**src/rtl/bus_pkg.sv**
```systemverilog
// Package for the registered bus arbiter/multiplexer.
//  - Default bus geometry (BUS_WIDTH, BUS_NSRC).
//  - Source-index map: which strobe bit / data slot belongs to which datapath source.
//  - sel_w(): width of a source index for a given source count.
package bus_pkg;

  localparam int BUS_WIDTH = 32;
  localparam int BUS_NSRC  = 24;

  // Source index map. Lower index = higher priority (R0 wins everything).
  localparam int SRC_R0     = 0;
  localparam int SRC_R1     = 1;
  localparam int SRC_R2     = 2;
  localparam int SRC_R3     = 3;
  localparam int SRC_R4     = 4;
  localparam int SRC_R5     = 5;
  localparam int SRC_R6     = 6;
  localparam int SRC_R7     = 7;
  localparam int SRC_R8     = 8;
  localparam int SRC_R9     = 9;
  localparam int SRC_R10    = 10;
  localparam int SRC_R11    = 11;
  localparam int SRC_R12    = 12;
  localparam int SRC_R13    = 13;
  localparam int SRC_R14    = 14;
  localparam int SRC_R15    = 15;
  localparam int SRC_HI     = 16;
  localparam int SRC_LO     = 17;
  localparam int SRC_ZHI    = 18;
  localparam int SRC_ZLO    = 19;
  localparam int SRC_PC     = 20;
  localparam int SRC_MDR    = 21;
  localparam int SRC_INPORT = 22;
  localparam int SRC_C      = 23;

  // Index width for n sources; a single source still gets a 1-bit index.
  function automatic int sel_w(input int n);
    return (n > 1) ? $clog2(n) : 1;
  endfunction

endpackage

```
**src/rtl/bus_arb_mux_if.sv**
```systemverilog
// Interface bundling the arbiter's data/strobe inputs and its registered outputs.
//  master : the control/datapath side - drives src_data, src_out, err_clr; observes bus state.
//  slave  : the arbiter itself - the reverse.
//  src_data        N*WIDTH  packed sources, source i at [i*WIDTH +: WIDTH]
//  src_out         N        drive strobes, bit i = source i drives
//  err_clr         1        clears conflict_sticky / conflict_count
//  bus             WIDTH    registered bus value
//  bus_valid       1        bus was driven by a source in the previous cycle
//  bus_src         SELW     index of the source currently on bus
//  conflict        1        more than one strobe in the previous cycle
//  conflict_sticky 1        latched conflict since last clear/err_clr
//  conflict_count  CNTW     saturating count of conflict cycles
interface bus_arb_mux_if
  import bus_pkg::*;
#(
  parameter int WIDTH = BUS_WIDTH,
  parameter int N     = BUS_NSRC,
  parameter int CNTW  = 8
) ();
  localparam int SELW = sel_w(N);

  logic [N*WIDTH-1:0] src_data;
  logic [N-1:0]       src_out;
  logic               err_clr;
  logic [WIDTH-1:0]   bus;
  logic               bus_valid;
  logic [SELW-1:0]    bus_src;
  logic               conflict;
  logic               conflict_sticky;
  logic [CNTW-1:0]    conflict_count;

  modport master (
    output src_data, src_out, err_clr,
    input  bus, bus_valid, bus_src, conflict, conflict_sticky, conflict_count
  );

  modport slave (
    input  src_data, src_out, err_clr,
    output bus, bus_valid, bus_src, conflict, conflict_sticky, conflict_count
  );
endinterface

```
**src/rtl/bus_arb_mux_prio_enc.sv**
```systemverilog
// prio_enc_onehot: combinational fixed-priority encoder over a strobe vector.
//  req   in  N     request/strobe bits
//  idx   out SELW  lowest set index (0 when nothing is set)
//  any   out 1     at least one bit set
//  multi out 1     more than one bit set
module prio_enc_onehot
  import bus_pkg::*;
#(
  parameter int N    = BUS_NSRC,
  parameter int SELW = sel_w(N)
) (
  input  logic [N-1:0]    req,
  output logic [SELW-1:0] idx,
  output logic            any,
  output logic            multi
);

  // Scan high to low so the last hit, the lowest index, wins.
  always_comb begin
    idx = '0;
    for (int i = N - 1; i >= 0; i--) begin
      if (req[i]) idx = SELW'(i);
    end
  end

  assign any   = |req;
  // req & (req-1) drops the lowest set bit; anything left means two or more.
  assign multi = |(req & (req - N'(1)));

endmodule

```
**src/rtl/bus_arb_mux.sv**
```systemverilog
// bus_arb_mux: registered, fixed-priority shared-bus multiplexer with contention tracking.
//  clk    in  rising-edge clock
//  clear  in  synchronous active-high reset, overrides everything
//  bif    slave modport of bus_arb_mux_if (sources, strobes, err_clr in; bus state out)
// One cycle of latency from strobe to bus. On contention the lowest-index source still
// drives the bus; conflict/sticky/count record the event for debug.
module bus_arb_mux
  import bus_pkg::*;
#(
  parameter int WIDTH     = BUS_WIDTH,
  parameter int N         = BUS_NSRC,
  parameter bit HOLD_IDLE = 1'b1,
  parameter int CNTW      = 8
) (
  input  logic         clk,
  input  logic         clear,
  bus_arb_mux_if.slave bif
);
  localparam int              SELW    = sel_w(N);
  localparam logic [CNTW-1:0] CNT_MAX = {CNTW{1'b1}};

  logic [SELW-1:0]  win_idx;
  logic             win_any, win_multi;
  logic [WIDTH-1:0] win_data;

  logic [WIDTH-1:0] bus_q, bus_d;
  logic             vld_q;
  logic [SELW-1:0]  src_q, src_d;
  logic             conf_q;
  logic             sticky_q, sticky_d;
  logic [CNTW-1:0]  cnt_q, cnt_d;

  prio_enc_onehot #(.N(N), .SELW(SELW)) u_enc (
    .req   (bif.src_out),
    .idx   (win_idx),
    .any   (win_any),
    .multi (win_multi)
  );

  // win_idx is always < N, so the slice never leaves src_data.
  assign win_data = bif.src_data[int'(win_idx)*WIDTH +: WIDTH];

  always_comb begin
    bus_d = bus_q;
    src_d = src_q;
    if (win_any) begin
      bus_d = win_data;
      src_d = win_idx;
    end else if (!HOLD_IDLE) begin
      bus_d = '0;
    end

    // A conflict on the same edge as err_clr is kept, so it is never lost.
    sticky_d = win_multi | (sticky_q & ~bif.err_clr);

    cnt_d = cnt_q;
    if (bif.err_clr)
      cnt_d = win_multi ? CNTW'(1) : '0;
    else if (win_multi && cnt_q != CNT_MAX)
      cnt_d = cnt_q + CNTW'(1);
  end

  always_ff @(posedge clk) begin
    if (clear) begin
      bus_q    <= '0;
      vld_q    <= 1'b0;
      src_q    <= '0;
      conf_q   <= 1'b0;
      sticky_q <= 1'b0;
      cnt_q    <= '0;
    end else begin
      bus_q    <= bus_d;
      vld_q    <= win_any;
      src_q    <= src_d;
      conf_q   <= win_multi;
      sticky_q <= sticky_d;
      cnt_q    <= cnt_d;
    end
  end

  assign bif.bus             = bus_q;
  assign bif.bus_valid       = vld_q;
  assign bif.bus_src         = src_q;
  assign bif.conflict        = conf_q;
  assign bif.conflict_sticky = sticky_q;
  assign bif.conflict_count  = cnt_q;

endmodule

```
**src/flat_wrapper.sv**
```systemverilog
// flat-port wrapper written by rule: the top's interface ports become plain ports
module bus_arb_mux_flat import bus_pkg::*;
#(
  parameter int WIDTH     = BUS_WIDTH,
  parameter int N         = BUS_NSRC,
  parameter bit HOLD_IDLE = 1'b1,
  parameter int CNTW      = 8
)
  (clk, clear, bif_src_data, bif_src_out, bif_err_clr, bif_bus, bif_bus_valid, bif_bus_src, bif_conflict, bif_conflict_sticky, bif_conflict_count);
  bus_arb_mux_if #(.WIDTH(WIDTH), .N(N), .CNTW(CNTW)) bif_i ();
  input  logic clk;
  input  logic clear;
  input wire logic [$bits(bif_i.src_data)-1:0] bif_src_data;
  input wire logic [$bits(bif_i.src_out)-1:0] bif_src_out;
  input wire logic [$bits(bif_i.err_clr)-1:0] bif_err_clr;
  output wire logic [$bits(bif_i.bus)-1:0] bif_bus;
  output wire logic [$bits(bif_i.bus_valid)-1:0] bif_bus_valid;
  output wire logic [$bits(bif_i.bus_src)-1:0] bif_bus_src;
  output wire logic [$bits(bif_i.conflict)-1:0] bif_conflict;
  output wire logic [$bits(bif_i.conflict_sticky)-1:0] bif_conflict_sticky;
  output wire logic [$bits(bif_i.conflict_count)-1:0] bif_conflict_count;
  assign bif_i.src_data = bif_src_data;
  assign bif_i.src_out = bif_src_out;
  assign bif_i.err_clr = bif_err_clr;
  assign bif_bus = bif_i.bus;
  assign bif_bus_valid = bif_i.bus_valid;
  assign bif_bus_src = bif_i.bus_src;
  assign bif_conflict = bif_i.conflict;
  assign bif_conflict_sticky = bif_i.conflict_sticky;
  assign bif_conflict_count = bif_i.conflict_count;
  bus_arb_mux #(.WIDTH(WIDTH), .N(N), .HOLD_IDLE(HOLD_IDLE), .CNTW(CNTW)) u_core (.clk(clk), .clear(clear), .bif(bif_i));
endmodule
```
**config.mk**
```make
export PLATFORM = sky130hd
export DESIGN_NAME = bus_arb_mux_flat
export DESIGN_NICKNAME = d
export VERILOG_FILES = /design/src/rtl/bus_pkg.sv /design/src/rtl/bus_arb_mux_if.sv /design/src/rtl/bus_arb_mux_prio_enc.sv /design/src/rtl/bus_arb_mux.sv /design/src/flat_wrapper.sv
export SDC_FILE = /design/constraint.sdc
export NUM_CORES = 1
export LEC_CHECK = 0
export BUFFER_PORTS_ARGS = -buffer_cell sky130_fd_sc_hd__buf_2
export CORE_AREA = 2 2 331 333
export CTS_BUF_LIST = sky130_fd_sc_hd__clkbuf_4 sky130_fd_sc_hd__clkbuf_8
export DETAILED_ROUTE_END_ITERATION = 8
export DIE_AREA = 0 0 333 335
export PLACE_DENSITY_LB_ADDON = 0.3
export SLEW_MARGIN = 20
export SYNTH_ARGS = -nofsm -noshare
export SYNTH_HDL_FRONTEND = slang
export SYNTH_SLANG_ARGS = --single-unit
export TNS_END_PERCENT = 100
```
**constraint.sdc**
```tcl
create_clock -name clk -period 4.2 [get_ports clk]
set_clock_uncertainty 0.05 [all_clocks]
set_input_delay 0.42 -clock clk [delete_from_list [all_inputs] [get_ports clk]]
set_output_delay 0.42 -clock clk [all_outputs]
set_load 0.03 [all_outputs]
```
Word-level counts from Yosys, hierarchy flattened

Index checks and enable logic that the tools add are counted.

Bits in registers: 48
Bits of input ports: 795
Output and inout bits: 48
Word-level logic and storage cells: 45

Add/sub/neg operators: 2
Equality and inequality tests: 1
Shift-type cells: 1
Multiplexer cells: 27
Bitwise logic cells: 4
Reductions and logical operators: 4

Operators by type and width:

| kind                                                                  | count |
|---|---|
| 768-bit by 11-bit variable part select with 32-bit output             | 1 |
| 5-bit 2-to-1 mux                                                      | 24 |
| 24-bit OR reduction                                                   | 2 |
| 24-bit AND                                                            | 1 |
| 24-bit by 1-bit subtractor with 24-bit output (second input constant) | 1 |
| 8-bit 2-to-1 mux                                                      | 2 |
| 8-bit by 1-bit adder with 8-bit output (second input constant)        | 1 |
| 8-bit != test (second input constant)                                 | 1 |
| 2-bit nonzero test                                                    | 1 |
| 1-bit AND                                                             | 1 |
| 1-bit logical AND                                                     | 1 |
| 1-bit 2-to-1 mux                                                      | 1 |
| 1-bit NOT                                                             | 1 |
| 1-bit OR                                                              | 1 |

Logic depth before layout (Yosys ltp)

Gate-level depths: netlist (run 1).

Depth after elaboration: 25
Mapped depth: 13
Gate-level depth less buffers: 9

Modules after synthesis

Synthesis (run 1) repeated with hierarchy kept, for this count alone.

Cells, all modules: 865
Area, all modules: 8485.6 um^2

By module, submodules not included:

| module          | instances | cells an instance | area an instance (um^2) | seq. area each (um^2) |
|---|---|---|---|---|
| bus_arb_mux     | 1         | 781               | 7971.4                  | 960.9 |
| prio_enc_onehot | 1         | 84                | 514.2                   | 0.0 |

Least setup slack after synthesis (run 1)

Ideal clock, no wire load.

Path type: input -> register
Start: in bif_src_out[16]
End: reg u_core.bus_q[20], in the netlist u_core.bif.bus[20]
Arrival time: 2476 ps
Path slack: 1556 ps
Stages: 11
Path through: or4_1 o211ai_2 nand2_1 or3_1 buf_2 buf_6 a211oi_2 a31oi_1 nor2_1 a311oi_1 a32o_1

Cells in the longest elaborated chain, start to end: 18
Elaborated cells on any way between the ends: 19

Ends and longest elaborated chain:

| element                                                   | line                       | RTL |
|---|---|---|
| start, declared                                           | flat_wrapper.sv:14         | `input wire logic [$bits(bif_i.src_out)-1:0] bif_src_out;` |
| 5-bit 2-to-1 mux (17 in series)                           | bus_arb_mux_prio_enc.sv:22 | `if (req[i]) idx = SELW'(i);` |
| 768-bit by 11-bit variable part select with 32-bit output | bus_arb_mux.sv:41          | `assign win_data = bif.src_data[int'(win_idx)*WIDTH +: WIDTH];` |
| end signal, assigned                                      | bus_arb_mux.sv:72          | `bus_q <= bus_d;` |
| end, declared                                             | bus_arb_mux.sv:26          | `logic [WIDTH-1:0] bus_q, bus_d;` |

Several ways; a longest one is shown, not always the timed one.
A chain may end at the register's enable or synchronous reset.

Final worst setup path (run 1)

Start: in bif_src_out[10]
End: reg u_core.bus_q[10], in the netlist u_core.bif.bus[10]

Cells in the longest elaborated chain, start to end: 12
Elaborated cells on any way between the ends: 13

Ends and longest elaborated chain:

| element                                                   | line |
|---|---|
| 5-bit 2-to-1 mux (11 in series)                           | bus_arb_mux_prio_enc.sv:22 |
| 768-bit by 11-bit variable part select with 32-bit output | bus_arb_mux.sv:41 |

Several ways; a longest one is shown, not always the timed one.

==> reports/qor.log, run 1 <==
qor: timing.unrepaired_setup_endpoints_after_global_routing false
qor: routing.detailroute.via_count 15788
qor: layout.layout.cell_area.non_filler 0.0156 sq mm
qor: floorplanning.std_cell_rows 121
qor: power_and_ir_drop.powerDensity 162 mW/mm^2
qor: timing.final_min_period_over_clock_period 0.925
qor: timing.final-hold-violation-count 0
qor: cts.worst_skew_pair.late_latency 0.39 ns
qor: global_routing.grtUsageMet1 0.208
qor: worst_setup_path.reg2reg_depth 7
qor: cts.clkTransAtPathRegs 0.13 ns
qor: worst_setup_path.critical_path.slowest_cell o211a_4
qor: global_routing.grt_remaining_overflow 0
qor: run.drv.max_cap_violation_count 0
qor: worst_setup_path.critPathBufInv 3
qor: routing.remaining_drc_errors 0
qor: timing.post-route-worst-setup-slack 0.314 ns
qor: place.hpwlAfterDp 90.8 mm
qor: global_routing.globalRoute.busiestLayer met2
qor: cts.cts_setup_buffers 0
qor: synth.seq_area_frac_synth 0.106
qor: global_routing.grt_max_degree 78
qor: cts.cts_buffers 5
qor: synth.synthArstFlopShare 0
qor: worst_setup_path.timing.reg2reg.setup_slack 2.41 ns
qor: power_and_ir_drop.cellLeakagePower 6.91 nW
qor: timing.final_period_minus_worst_setup_slack 3.89 ns
qor: cts.cts.root.buffer_cell clkbuf_8
qor: layout.final_common_cell buf_2
qor: worst_setup_path.critical_path.cell_chain buf_2 > or3_1 > o211ai_2 > o211a_4 > buf_4 > buf_4 > mux2i_1 > o21ai_0 > nand4_1 > o31ai_1
qor: floorplanning.pin_count 843
qor: timing.tightestPinTransition 1.08 ns
qor: worst_setup_path.cp_common_cell buf_4
qor: floorplanning.die_area 0.112 sq mm
qor: worst_setup_path.critical_path_arrival 4.15 ns
qor: place.io_buffers 842
qor: synth.synth_enable_flop_cells 0
qor: worst_setup_path.worstReg2RegStart u_core.bif.conflict_count[0]
qor: synth.synthesis.area_per_instance 6.20 sq um
qor: global_routing.antenna_found_initial 68
qor: worst_setup_path.rr_endpoint u_core.bif.conflict_count[7]
qor: timing.setup-violations-final 0
qor: worst_setup_path.max_stage_delay 0.50 ns
qor: global_routing.number_of_global_route_vias_before_repair 15599
qor: place.dpl_cell_area 0.0154 sq mm
qor: synth.yosys_most_used_dff dfxtp_1
qor: layout.nNetsFinal 3056
qor: worst_hold_path.worst_min_delay_path_startpoint bif_err_clr
qor: worst_setup_path.critPathKind input port to flop
qor: synth.postSynthRegisterBits 48
qor: layout.layout-drive-gt1-share 0.441
qor: synth.synthesis.instances 1465
qor: routing.firstDrtPassIters 5
qor: routing.drtIter0Drc 1104
qor: worst_hold_path.worst_hold_path.num_cells 3
qor: layout.area_delta_synth_final 71.9%
qor: synth.syn-num-nets 2261
qor: worst_hold_path.whs_endpoint u_core.bif.conflict_count[0]
qor: routing.wirelength 105 mm
qor: routing.ant_nets 0
qor: status.outcome complete, no violations
qor: cts.ctsResizeCount 0
qor: global_routing.globalRouteTotalUtil 0.179
qor: global_routing.met3_usage 0.0415
qor: worst_setup_path.end_kind flop
qor: cts.htreeDepth 2
qor: timing.max_slew_margin 0.276
qor: cts.cts-root-to-sink-buffers 2
qor: routing.wire_per_inst 28.4 microns
qor: cts.clock_sink_count 48
qor: global_routing.first_pass_grt_wire_length 136 mm
qor: cts.hold_buffers 0
qor: layout.most-common-layout-cells 842 x buf_2, 285 x nand2_1, 131 x a21oi_1
qor: synth.synth_cell_type_count 67
qor: place.post-place-ws -0.277 ns
qor: worst_setup_path.start_kind input port
qor: synth.mappedNetlistArea 0.00908 sq mm
qor: floorplanning.die-width 333 microns
qor: global_routing.grt_use_met2 0.334
qor: routing.vias_per_cell 4.28
qor: worst_setup_path.crit_required 4.47 ns
qor: cts.tritoncts done
qor: place.finalWeightedCongestion 0.919
qor: worst_hold_path.hold_path_class input port to flop
qor: floorplanning.die_height 335 microns
qor: floorplanning.floorplan.core_area 0.108 sq mm
qor: worst_setup_path.crit_path_max_fanout 35
qor: timing.timing.fmax 257 MHz
qor: power_and_ir_drop.ir_worst_vdd 0.101 mV
qor: worst_setup_path.critPathTopFamily compound AO/OA/AOI/OAI gates
qor: synth.yosys_warnings 0
qor: timing.finalMaxSlewViolations 0
qor: floorplanning.start_util 0.0840
==> cells by family (layout without fill, tap and decap cells) <==
logic type,after synthesis,after routing,share of synthesized area
flops,48,48,0.106
fa+ha+maj,3,3,0.00358
other cells,0,18,0
buf+inv,156,952,0.0773
mux,39,39,0.0430
xor+xnor,5,5,0.00482
compound gates,604,604,0.462
simple gates,610,610,0.303
==> worst register-to-register path: stages (launching register included) <==
cell	delay (ns)
dfxtp_1	0.37
ha_1	0.22
and3_1	0.22
and3_1	0.22
nor2_2	0.27
nand4_1	0.15
xor2_1	0.16
nor2_1	0.05
==> power breakdown <==
part / total (mW) / switching [mW] / internal (mW)
clock: 0.469 / 0.272 / 0.196
sequential: 0.526 / 0.0361 / 0.490
combinational: 1.54 / 0.937 / 0.600
total: 2.53 / 1.25 / 1.29
==> area by class of cell <==
| type | instances | area (sq um) |
|---|---|---|
| antenna | 18 | 45.0 |
| clock buffer | 6 | 82.6 |
| clock inverter | 2 | 38.8 |
| fill | 12810 | 92500 |
| inverter | 5 | 18.8 |
| multi-input combinational | 1261 | 7540 |
| sequential | 48 | 961 |
| tap | 1414 | 1770 |
| timing repair buffer | 939 | 5140 |
==> synthesized netlist by cell type (9+ instances only) <==
master / instances / area share
buf_2: 54 / 0.030
a22oi_1: 28 / 0.023
nand3_1: 106 / 0.058
nor2_1: 83 / 0.034
o221ai_1: 18 / 0.017
o21ai_0: 107 / 0.059
a32o_1: 16 / 0.018
o31ai_1: 33 / 0.027
buf_4: 9 / 0.0074
nand2_1: 287 / 0.12
and3_1: 20 / 0.014
a21boi_0: 16 / 0.013
clkbuf_1: 72 / 0.030
nor3_1: 51 / 0.028
a31oi_1: 50 / 0.034
o31a_1: 12 / 0.012
o21ai_1: 17 / 0.0094
a311oi_1: 12 / 0.012
a221oi_1: 42 / 0.041
mux2i_1: 39 / 0.043
a21oi_1: 132 / 0.073
a211oi_1: 30 / 0.025
or3_1: 17 / 0.012
dfxtp_1: 48 / 0.11
a221o_1: 20 / 0.022
a211o_1: 30 / 0.029
nand4_1: 15 / 0.010
buf_1: 14 / 0.0058
==> per-layer routing <==
| layer | part of all wire | wire (microns) |
|---|---|---|
| met4 | 0.016 | 1630 |
| met1 | 0.39 | 41000 |
| met3 | 0.076 | 7960 |
| met2 | 0.52 | 54100 |
| met5 | 0.0023 | 244 |
==> registers in the layout (all words and copies together), names as in the netlist <==
signal and cells:
u_core.bif.conflict 1, u_core.bif.bus 32, u_core.bif.conflict_count 8, u_core.bif.conflict_sticky 1, u_core.bif.bus_valid 1, u_core.bif.bus_src 5
==> through the flow <==
step	std cells	utilization	TNS [ns]	power, mW	hold WS, ns
finish	3693	0.144	0	2.53	0.290
global route	3679	0.144	0	2.72	0.269
CTS	3675	0.144	0	2.63	0.218
detailed placement	3667	0.143	-0.376	2.11	0.388
global placement	3667	0.143	-0.558	2.12	0.384
floorplan	1465	-	0	1.12	0.524
==> how the worst max path moves through the flow <==
stage                                from  cells past startpoint                 end
final                     bif_src_out[10]                     10  u_core.bif.bus[10]
after floorplan           bif_src_out[16]                     11  u_core.bif.bus[20]
after detailed placement  bif_src_out[10]                     10  u_core.bif.bus[10]
after global routing      bif_src_out[10]                     10  u_core.bif.bus[10]
after global placement     bif_src_out[4]                     11  u_core.bif.bus[10]
after CTS                 bif_src_out[10]                     10  u_core.bif.bus[10]
(Power assumes the default switching activity.)
==> inputs of run 2 (changes only) <==
ABC_AREA = 1   (was not set)
CORE_AREA = 2 2 330 332   (was 2 2 331 333)
DIE_AREA = 0 0 332 334   (was 0 0 333 335)
==> reports/qor.log, run 2 <==
qor: global_routing.globalRouteTotalUtil 0.168 [was 0.179]
qor: routing.drtIter0Drc 1347 [was 1104]
qor: cts.cts_buffers 5 [unchanged]
qor: run.drv.max_cap_violation_count 0 [unchanged]
qor: layout.final_common_cell buf_2 [unchanged]
qor: routing.wire_per_inst 20.7 microns [was 28.4 microns]
qor: timing.finalMaxSlewViolations 0 [unchanged]
qor: synth.synth_largest_area_cell nand3_1 [was nand2_1]
qor: synth.synthTopCellsByCount 837 x nand3_1, 595 x nand2_1, 585 x inv_1, 190 x nand3b_1, 90 x clkbuf_1 [was 287 x nand2_1, 132 x a21oi_1, 107 x o21ai_0, 106 x nand3_1, 83 x nor2_1]
qor: routing.wl_met3 6.54 mm [was 7.96 mm]
qor: routing.wl_met2 48.3 mm [was 54.1 mm]
qor: layout.area_delta_synth_final 46.5% [was 71.9%]
qor: cts.ctsResizeCount 0 [unchanged]
qor: worst_setup_path.critPathKind input port to flop [unchanged]
qor: cts.tritoncts done [unchanged]
qor: layout.combined_flip_flop_and_latch_cell_area 961 sq um [unchanged]
qor: cts.clock_sink_count 48 [unchanged]
qor: timing.final_min_period_over_clock_period 0.817 [was 0.925]
qor: routing.vias_per_cell 4.15 [was 4.28]
qor: cts.cts-root-to-sink-buffers 2 [unchanged]
qor: cts.hold_buffers 0 [unchanged]
qor: global_routing.antenna_found_initial 32 [was 68]
qor: synth.yosys.area.top_type_share 0.326 [was 0.119]
qor: floorplanning.die-width 332 microns [was 333 microns]
qor: layout.largest_reg_flops 32 [unchanged]
qor: worst_setup_path.crit_path_max_fanout 45 [was 35]
qor: cts.worst_skew_pair.late_latency 0.35 ns [was 0.39 ns]
qor: synth.postSynthRegisterBits 48 [unchanged]
qor: floorplanning.std_cell_rows 121 [unchanged]
qor: global_routing.number_of_global_route_vias_before_repair 19253 [was 15599]
qor: power_and_ir_drop.ir_worst_vdd 0.108 mV [was 0.101 mV]
qor: layout.layout-drive-gt1-share 0.281 [was 0.441]
qor: synth.seq_area_frac_synth 0.0748 [was 0.106]
qor: worst_hold_path.hold_path_class input port to flop [unchanged]
qor: worst_setup_path.worstReg2RegStart u_core.bif.conflict_count[0] [unchanged]
qor: layout.nNetsFinal 4129 [was 3056]
qor: routing.wirelength 98.4 mm [was 105 mm]
qor: synth.yosys_most_used_dff dfxtp_1 [unchanged]
qor: worst_setup_path.critical_path_arrival 3.63 ns [was 4.15 ns]
qor: floorplanning.die_height 334 microns [was 335 microns]
qor: cts.cts.root.buffer_cell clkbuf_8 [unchanged]
qor: floorplanning.pin_count 843 [unchanged]
qor: timing.final_period_minus_worst_setup_slack 3.43 ns [was 3.89 ns]
qor: synth.yosysMostFrequentCell nand3_1 [was nand2_1]
qor: floorplanning.start_util 0.119 [was 0.0840]
qor: synth.synthesis.instances 2627 [was 1465]
qor: layout.finish.cell_count_without_fillers 4762 [was 3693]
qor: global_routing.grt_remaining_overflow 0 [unchanged]
qor: power_and_ir_drop.cellLeakagePower 11.1 nW [was 6.91 nW]
qor: status.outcome complete, no violations [unchanged]
qor: worst_setup_path.setup.worst_path.start bif_src_out[22] [was bif_src_out[10]]
qor: synth.synthesis.area_per_instance 4.89 sq um [was 6.20 sq um]
qor: global_routing.grt_max_degree 126 [was 78]
qor: routing.wl_met1 40.6 mm [was 41.0 mm]
qor: synth.yosys_warnings 0 [unchanged]
qor: layout.most-common-layout-cells 842 x buf_2, 837 x nand3_1, 595 x nand2_1 [was 842 x buf_2, 285 x nand2_1, 131 x a21oi_1]
qor: place.place.detailed.instances 4740 [was 3667]
qor: worst_setup_path.critical_path.slowest_cell buf_4 [was o211a_4]
qor: timing.tns 0 ns [unchanged]
qor: timing.max_slew_margin 0.354 [was 0.276]
qor: synth.syn-num-nets 3423 [was 2261]
qor: routing.ant_nets 0 [unchanged]
qor: worst_setup_path.crit_required 4.39 ns [was 4.47 ns]
qor: routing.remaining_drc_errors 0 [unchanged]
qor: timing.setup-violations-final 0 [unchanged]
qor: timing.tightestPinTransition 0.970 ns [was 1.08 ns]
qor: place.finalWeightedCongestion 0.968 [was 0.919]
qor: timing.unrepaired_setup_endpoints_after_global_routing false [unchanged]
qor: synth.synthArstFlopShare 0 [unchanged]
qor: synth.synth_cell_type_count 30 [was 67]
qor: worst_setup_path.max_stage_delay 0.34 ns [was 0.50 ns]
qor: routing.firstDrtPassIters 5 [unchanged]
qor: floorplanning.die_area 0.111 sq mm [was 0.112 sq mm]
qor: worst_hold_path.worst_min_delay_path_startpoint bif_err_clr [unchanged]
qor: cts.cts_setup_buffers 0 [unchanged]
qor: synth.yosys-top-cells-area nand3_1 33%, nand2_1 17%, inv_1 17% [was nand2_1 12%, dfxtp_1 11%, a21oi_1 7.3%]
qor: worst_setup_path.cp_common_cell nand2_1 [was buf_4]
qor: layout.area_taken_by_multi_input_logic_gates 0.00869 sq mm [was 0.00754 sq mm]
qor: synth.synth_enable_flop_cells 0 [unchanged]
qor: place.hpwlAfterDp 82.3 mm [was 90.8 mm]
qor: routing.highest-signal-layer met5 [unchanged]
qor: worst_setup_path.start_kind input port [unchanged]
qor: routing.detailroute.via_count 19775 [was 15788]
qor: layout.filler_cell_count 12916 [was 12810]
qor: timing.timing.fmax 291 MHz [was 257 MHz]
qor: global_routing.first_pass_grt_wire_length 136 mm [about the same]
qor: cts.htreeDepth 2 [unchanged]
qor: synth.mappedNetlistArea 0.0128 sq mm [was 0.00908 sq mm]
qor: power_and_ir_drop.powerDensity 148 mW/mm^2 [was 162 mW/mm^2]
qor: worst_setup_path.end_kind flop [unchanged]
qor: cts.clkTransAtPathRegs 0.13 ns [about the same]
qor: floorplanning.floorplan.core_area 0.108 sq mm [about the same]
qor: power_and_ir_drop.power.total 2.79 mW [was 2.53 mW]
qor: place.io_buffers 842 [unchanged]
qor: timing.final-hold-violation-count 0 [unchanged]
## run 2: changes by cell type in the layout (fill, tap and decap cells not counted), moves of 48 or more
cell and change:
nand3_1 +732, inv_1 +577, nand2_1 +310, nand3b_1 +190, a21oi_1 -82, o21ai_0 -58, nor2_1 -53, a31oi_1 -48
## run 2: area by class of cell
class / instances / area share
multi-input combinational: 1775 / 0.462
timing repair buffer: 910 / 0.266
inverter: 593 / 0.119
tap: 1414 / 0.0940
sequential: 48 / 0.0511
clock buffer: 5 / 0.00366
clock inverter: 3 / 0.00246
antenna: 14 / 0.00186
## run 2: worst paths after layout
path         slack [ns]                           end  cells after the start
max                0.77            u_core.bif.bus[10]                     35
min reg2reg        0.42         u_core.bif.bus_src[3]                      2
min                0.28  u_core.bif.conflict_count[0]                      3
max reg2reg        2.18  u_core.bif.conflict_count[7]                     11
## run 2: stage by stage
step	worst slack (ns)	util	area, sq um	hold WS (ns)
2_1_floorplan	1.70	-	12800	0.439
3_3_place_gp	0.0535	0.173	18700	0.398
3_5_place_dp	0.316	0.173	18700	0.399
4_1_cts	0.711	0.174	18800	0.251
5_1_grt	0.455	0.174	18800	0.288
6_report	0.767	0.175	18800	0.283
## run 2: per-layer routing
metal,up-vias,track usage
met5,-,0
met1,9082,0.203
met3,104,0.0328
met4,12,0.0499
met2,890,0.299
li1,9687,-
## run 2: power breakdown
group / switching [mW] / internal, mW / leakage, nW
Combinational: 1.15 / 0.706 / 10.7
Clock: 0.229 / 0.181 / 0.0549
Sequential: 0.0307 / 0.489 / 0.398
## run 2: cells by family after synthesis
logic type | count (synthesis) | synth area share
simple gates | 1667 | 0.628
buf+inv | 804 | 0.253
compound gates | 107 | 0.0432
flops | 48 | 0.0748
fa+ha+maj | 1 | 0.000974
## run 2: critical path: cells and delay by family
family | cells | cell delay [ns]
compound gates | 1 | 0.10
buf+inv | 6 | 1.17
simple gates | 28 | 1.87
